[src/rtl/jtag_master.sv]
// Host-side JTAG initiator: runs TAP reset, IR/DR scans and Run-Test/Idle clocking
// on TCK/TMS/TDI and returns the TDO bits captured during the shift phase.
//
// state   | meaning
// S_IDLE  | TAP parked in Run-Test/Idle, TCK low, waiting for a command
// S_RESET | six TCK periods, TMS 1,1,1,1,1,0 -> Run-Test/Idle
// S_HDR   | TMS walk from Run-Test/Idle to Shift-IR (1,1,0,0) or Shift-DR (1,0,0)
// S_SHIFT | one TCK period per bit, TMS high on the last bit
// S_TAIL  | TMS 1,0: Exit1 -> Update -> Run-Test/Idle
// S_RUN   | len TCK periods with TMS low
// S_DONE  | one cycle: response pulse, cmd_ready back up
module jtag_master #(
  parameter int DATA_W = 32,
  parameter int LEN_W  = 6,
  parameter int DIV    = 2
) (
  input  logic              system_clk,
  input  logic              reset,
  input  logic              cmd_valid,
  output logic              cmd_ready,
  input  logic [1:0]        cmd_op,
  input  logic [LEN_W-1:0]  cmd_len,
  input  logic [DATA_W-1:0] cmd_data,
  output logic              rsp_valid,
  output logic [DATA_W-1:0] rsp_data,
  output logic              busy,
  output logic              TCK,
  output logic              TMS,
  output logic              TDI,
  input  logic              TDO
);

  localparam int DW = $clog2(DIV + 1);
  localparam logic [DW-1:0]    DIV_LOAD = DW'(DIV - 1);
  localparam logic [DW-1:0]    DIV_ONE  = DW'(1);
  localparam logic [LEN_W-1:0] LEN_MAX  = LEN_W'(DATA_W);
  localparam logic [LEN_W-1:0] ONE      = LEN_W'(1);

  localparam logic [1:0] OP_RESET = 2'b00;
  localparam logic [1:0] OP_IR    = 2'b01;
  localparam logic [1:0] OP_DR    = 2'b10;

  typedef enum logic [2:0] {
    S_IDLE, S_RESET, S_HDR, S_SHIFT, S_TAIL, S_RUN, S_DONE
  } state_t;

  state_t              state;
  logic [1:0]          op_q;
  logic [LEN_W-1:0]    len_q;
  logic [LEN_W-1:0]    per_cnt;
  logic [DW-1:0]       div_cnt;
  logic [DATA_W-1:0]   data_q;
  logic [DATA_W-1:0]   mask;
  logic                auto_rst;
  logic [LEN_W-1:0]    len_c;

  always_comb begin
    len_c = (cmd_len > LEN_MAX) ? LEN_MAX : cmd_len;
  end

  always_ff @(posedge system_clk) begin
    if (reset) begin
      state     <= S_RESET;
      op_q      <= OP_RESET;
      len_q     <= '0;
      per_cnt   <= LEN_W'(5);
      div_cnt   <= DIV_LOAD;
      data_q    <= '0;
      mask      <= '0;
      auto_rst  <= 1'b1;
      TCK       <= 1'b0;
      TMS       <= 1'b1;
      TDI       <= 1'b1;
      cmd_ready <= 1'b0;
      rsp_valid <= 1'b0;
      rsp_data  <= '0;
      busy      <= 1'b1;
    end else begin
      rsp_valid <= 1'b0;
      case (state)
        S_IDLE: begin
          TCK <= 1'b0;
          TMS <= 1'b0;
          // The acceptance edge doubles as the launch edge of the first period.
          if (cmd_valid && cmd_ready) begin
            op_q      <= cmd_op;
            len_q     <= len_c;
            data_q    <= cmd_data;
            mask      <= DATA_W'(1);
            rsp_data  <= '0;
            auto_rst  <= 1'b0;
            cmd_ready <= 1'b0;
            busy      <= 1'b1;
            div_cnt   <= DIV_LOAD;
            case (cmd_op)
              OP_RESET: begin
                state   <= S_RESET;
                per_cnt <= LEN_W'(5);
                TMS     <= 1'b1;
              end
              OP_IR, OP_DR: begin
                if (len_c == '0) begin
                  state <= S_DONE;
                end else begin
                  state   <= S_HDR;
                  per_cnt <= (cmd_op == OP_IR) ? LEN_W'(3) : LEN_W'(2);
                  TMS     <= 1'b1;
                end
              end
              default: begin
                state   <= (len_c == '0) ? S_DONE : S_RUN;
                per_cnt <= len_c - ONE;
              end
            endcase
          end
        end
        S_DONE: begin
          rsp_valid <= !auto_rst;
          cmd_ready <= 1'b1;
          busy      <= 1'b0;
          TMS       <= 1'b0;
          state     <= S_IDLE;
        end
        default: begin
          if (div_cnt != '0) begin
            div_cnt <= div_cnt - DIV_ONE;
          end else begin
            div_cnt <= DIV_LOAD;
            if (!TCK) begin
              TCK <= 1'b1;
              if (state == S_SHIFT) begin
                if (TDO) rsp_data <= rsp_data | mask;
                mask <= mask << 1;
              end
            end else begin
              // End of a period: launch the next TMS/TDI or leave the state.
              TCK <= 1'b0;
              if (per_cnt != '0) per_cnt <= per_cnt - ONE;
              case (state)
                S_RESET: begin
                  if (per_cnt == '0) state <= S_DONE;
                  else               TMS   <= (per_cnt != ONE);
                end
                S_HDR: begin
                  if (per_cnt == '0) begin
                    state   <= S_SHIFT;
                    per_cnt <= len_q - ONE;
                    TMS     <= (len_q == ONE);
                    TDI     <= data_q[0];
                    data_q  <= data_q >> 1;
                  end else begin
                    TMS <= (op_q == OP_IR) && (per_cnt == LEN_W'(3));
                  end
                end
                S_SHIFT: begin
                  if (per_cnt == '0) begin
                    state   <= S_TAIL;
                    per_cnt <= ONE;
                    TMS     <= 1'b1;
                  end else begin
                    TMS    <= (per_cnt == ONE);
                    TDI    <= data_q[0];
                    data_q <= data_q >> 1;
                  end
                end
                S_TAIL: begin
                  if (per_cnt == '0) state <= S_DONE;
                  else               TMS   <= 1'b0;
                end
                S_RUN: begin
                  if (per_cnt == '0) state <= S_DONE;
                end
                default: state <= S_IDLE;
              endcase
            end
          end
        end
      endcase
    end
  end

endmodule
[config.mk]
export PLATFORM = sky130hd
export DESIGN_NAME = jtag_master
export DESIGN_NICKNAME = d
export VERILOG_FILES = /design/src/rtl/jtag_master.sv
export SDC_FILE = /design/constraint.sdc
export NUM_CORES = 1
export LEC_CHECK = 0
export BUFFER_PORTS_ARGS = -buffer_cell sky130_fd_sc_hd__buf_2
export CAP_MARGIN = 20
export CORE_MARGIN = 4
export CORE_UTILIZATION = 35
export CTS_CLUSTER_DIAMETER = 50
export DETAILED_ROUTE_END_ITERATION = 8
export SYNTH_ARGS = -nofsm -noshare
export SYNTH_HDL_FRONTEND = slang
export SYNTH_SLANG_ARGS = --single-unit
[constraint.sdc]
create_clock -name system_clk -period 3.9 [get_ports system_clk]
set_clock_uncertainty 0.05 [all_clocks]
set_input_delay 0.39 -clock system_clk [delete_from_list [all_inputs] [get_ports system_clk]]
set_output_delay 0.39 -clock system_clk [all_outputs]
set_load 0.03 [all_outputs]
Yosys cells after proc, flatten, opt, wreduce, memory -nomap -nowiden
Index checks and enable logic that the tools add are counted.
{"block": "totals", "regBits": 122, "input_bits": 44, "out_inout_bits": 38, "elab_cells": 148}
{"block": "classes", "add_sub_neg": 4, "n_lt_le_gt_ge": 1, "n_eq_ne": 27, "muxes": 65, "bitwise": 4, "reduce_logical": 32}
{"op": "$mux W32", "count": 14}
{"op": "$pmux W32 S2", "count": 4}
{"op": "$mux W6", "count": 8}
{"op": "$pmux W6 S2", "count": 3}
{"op": "$or A32 B32 Y32", "count": 1}
{"op": "$mux W3", "count": 7}
{"op": "$reduce_and A6 Y1", "count": 3}
{"op": "$sub A6 B1 Y6 const B", "count": 3}
{"op": "$mux W1", "count": 15}
{"op": "$reduce_and A5 Y1", "count": 3}
{"op": "$eq A6 B1 Y1 const B", "count": 2}
{"op": "$logic_not A6 Y1", "count": 2}
{"op": "$ne A4 B4 Y1 const B", "count": 3}
{"op": "$pmux W1 S2", "count": 6}
{"op": "$pmux W3 S2", "count": 2}
{"op": "$reduce_bool A2 Y1", "count": 6}
{"op": "$reduce_bool A6 Y1", "count": 2}
{"op": "$eq A3 B3 Y1 const B", "count": 3}
{"op": "$pmux W3 S3", "count": 1}
{"op": "$ne A4 B1 Y1 const B", "count": 2}
{"op": "$reduce_and A2 Y1", "count": 4}
{"op": "$reduce_and A7 Y1", "count": 1}
{"op": "$eq A3 B2 Y1 const B", "count": 2}
{"op": "$eq A6 B2 Y1 const B", "count": 1}
{"op": "22 further kinds", "count": 35}

Longest topological paths before layout
{"block": "depth", "ltp_word": 7, "ltp_mapped": 10, "ltp_nobuf": 9}

Worst setup path before layout
No wires, ideal clock.
{"block": "synth_timing", "path_kind": "reg-to-reg", "from": "register per_cnt[0]", "to": "register data_q[13]", "setup_time_ns": 0.142, "arrival_time_ns": 2.144, "required_ns": 3.708, "slack_ns": 1.564, "path_stages_with_launch": 11, "n_path_buf": 3, "synth_period_minus_slack_ns": 2.336, "path_cell_list": "dfxtp_1 -> inv_1 -> ha_1 -> clkbuf_1 -> inv_1 -> or3_4 -> a211oi_4 -> or2_1 -> buf_4 -> buf_6 -> a311oi_2"}
{"block": "synth_between", "elab_chain_len": 3, "word_cells_on_any_way": 4, "classes_between": "eq/ne (2); reduce/logical (2)"}
{"element": "start, declared", "line": "50", "rtl": "logic [LEN_W-1:0] per_cnt;"}
{"element": "start signal, assigned", "line": "106", "rtl": "per_cnt <= (cmd_op == OP_IR) ? LEN_W'(3) : LEN_W'(2);"}
{"element": "start signal, assigned", "line": "112", "rtl": "per_cnt <= len_c - ONE;"}
{"element": "start signal, assigned", "line": "138", "rtl": "if (per_cnt != '0) per_cnt <= per_cnt - ONE;"}
{"element": "$logic_not A6 Y1 (*)", "line": "145, 156"}
{"element": "$ne A3 B3 Y1 (no source line) / $ne A3 B2 Y1 (equally long branches)"}
{"element": "$reduce_and A7 Y1 (no source line) (*)"}
{"element": "end signal, assigned", "line": "88", "rtl": "data_q <= cmd_data;"}
{"element": "end signal, assigned", "line": "150", "rtl": "data_q <= data_q >> 1;"}
{"element": "end signal, assigned", "line": "163", "rtl": "data_q <= data_q >> 1;"}
{"element": "end, declared", "line": "52", "rtl": "logic [DATA_W-1:0] data_q;"}
Mark *: on every way between the ends. The rest lies on a longest branch, timed or not.
A chain may end at the register's enable or synchronous reset.

Worst setup path in the final report
{"block": "layout_timing", "from": "register per_cnt[0]", "to": "register data_q[21]"}
The elaborated chain is that of the path after synthesis.

==> reports/qor.txt <==
Core area: 15200 µm²
Area of the multi-input gates: 2700 µm²
Relative slew slack: 41.1%
Fmax: 347 MHz
Max cap viols: 0
Distinct cells, synth: 59
Max-slew violations: 0
Placed Instances: 874
Top_reg_cell synth: dfxtp_1
Critical Path Source Type: flip-flop
Post-cts sizing count: 0
Fillers: 1555
Area Growth Syn to Fin: 19.8%
Hold Path Class: input port to flip-flop
Vias/cell: 5.43
Placed inst area: 5920 µm²
Total GRT Usage: 16.1%
Final Net Count: 761
Die area: 17600 µm²
Post-Syn Area: 5430 µm²
Worst vdd ir: 0.000273 V
Deepest clock path buffer count: 2
Iter 0 DRT Violations: 405
Ys async rst share: 0%
Number of global-route vias before repair: 4790
Syn Area/Cell: 8.39 µm²
Gp weighted congestion: 0.860
Antenna diodes: 0
Synthesized flop and latch total: 122
HPWL after detailed placement: 9040 µm
Cells after synthesis: 647
Outcome: finished clean
PD cells: 447 nW/µm²
Final Hold Violating Endpoints: 0
CP Max Fanout: 34
Tmin final: 2880 ps
Synth Net Count: 703
# hold bufs at CTS: 0
Postcts setup bufs: 0
Ports: 82
Port-buffer cells: 81
Grt ovf: 0
Period utilization: 73.9%
Clock sink count: 122
H-tree level count: 4
Fin util: 42.8%
Ys Warns: 0
Initial Util: 35.7%
Routed WL: 14000 µm
Final Power: 2.90 mW
DIE HEIGHT: 133 µm
Initial antenna violation count: 0
Unrepaired setup endpoints after global routing: no
Transition time of the tightest slew-check pin: 875 ps
Element type at the critical path end: flip-flop
Count leader, synth: dfxtp_1
Fin area: 6500 µm²
Final hold slack: 193 ps
CP arrival: 3090 ps
Worst path required time: 4100 ps
Chip Width: 133 µm
Setup TNS: 0 ps
DP Worst Slack: 1070 ps
FP Rows: 45
Clock transition at path regs: 60 ps
Finished Layout Cells: 906
Final worst slack: 1020 ps
Vias: 4924
Synth cell count leaders: 122 x dfxtp_1, 97 x nand2_1, 83 x nor2_1
First-pass iteration count of the detailed router: 5
Layout cell share with drive strength beyond 1: 20.8%
Num CTS Buffers: 17
Ranking of synthesized cells by area: dfxtp_1 45%, nand2_1 6.7%, nor2_1 5.7%, a21oi_1 5.0%, a22oi_1 4.4%
Clock Tree Root: clkbuf_16
P_leak: 2.40 nW
First-pass GRT wire length: 23600 µm
Drc violations: 0
Synth area leader: dfxtp_1
Average routed wire per standard cell: 15.5 µm
Largest net degree at the start of global routing: 62
Setup Viol. Count Final: 0
Worst-Skew Late Latency: 410 ps
Sequential cell area: 2440 µm²
Post-synthesis sequential area ratio: 45.0%
Worst Setup Path Type: flip-flop to flip-flop
Synth top area share: 45.0%
CTS tree: done
Post-synth EDFFs: 0
Post-route ant nets: 0
-- report_power, final --
part	total, mW	leakage (nW)	internal [mW]	switching [mW]
sequential	1.26	0.983	1.25	0.00637
clock	1.54	0.283	0.902	0.634
combinational	0.110	1.13	0.0424	0.0681
-- critical path: stages (launching register included) --
cell	delay, ps
dfxtp_1	370
inv_1	120
ha_1	320
inv_1	140
or3_4	400
a211oi_4	230
buf_4	380
or2_1	160
buf_4	370
a311oi_1	170
-- logic make-up (layout without fill, tap and decap cells) --
| kind of cell | count (synthesis) | count (layout) | share of synthesized area (%) |
|---|---|---|---|
| AOI/OAI and AO/OA | 168 | 168 | 22.8 |
| and+or+nand+nor | 265 | 265 | 21.8 |
| DFF | 122 | 122 | 45.0 |
| xor gates and xnor gates | 9 | 9 | 1.45 |
| buffers and inverters | 68 | 139 | 5.60 |
| muxes | 3 | 3 | 0.553 |
| adders and majority gates | 12 | 12 | 2.77 |
-- per-layer routing --
layer,up-vias,global-route usage (%),routed length [µm]
met1,2346,22.3,6940
met3,13,4.33,688
met2,136,24.3,6210
li1,2429,-,-
met4,0,5.31,166
met5,-,0,0
-- path summary, 6_finish.rpt --
path / start / endpoint / slack [ps] / cells after the start
setup / recovery: per_cnt[0] / data_q[21] / 1020 / 9
hold / removal: cmd_op[1] / op_q[1] / 190 / 3
setup reg to reg: per_cnt[0] / data_q[21] / 1020 / 9
hold reg to reg: auto_rst / rsp_valid / 370 / 1
-- layout by cell type (no fill, tap or decap), drive strengths merged, types with 5 or more instances in the layout --
cell    instances
a22oi          32
ha             12
a31oi           9
nand2          97
a21oi          54
nor2b           6
nor3           40
clkbuf         17
nor3b           6
a311oi         31
inv            23
a211oi          7
dfxtp         122
xnor2           5
o21ai           9
buf            92
nor2           84
nand3           5
-- registers in the layout, summed over array words and instances, names as in the netlist --
| name | flops |
|---|---|
| div_cnt | 2 |
| rsp_data | 32 |
| TDI | 1 |
| len_q | 6 |
| auto_rst | 1 |
| rsp_valid | 1 |
| TCK | 1 |
| mask | 32 |
| data_q | 32 |
| state | 3 |
| per_cnt | 6 |
| op_q | 2 |
| cmd_ready | 1 |
| busy | 1 |
| TMS | 1 |
-- final cells by class --
| class | count | area share, % |
|---|---|---|
| timing repair buffer | 92 | 7.51 |
| clock inverter | 15 | 2.41 |
| multi-input combinational | 457 | 41.5 |
| clock buffer | 17 | 6.54 |
| tap | 188 | 3.62 |
| sequential | 122 | 37.6 |
| inverter | 15 | 0.866 |
(Power assumes the default switching activity.)
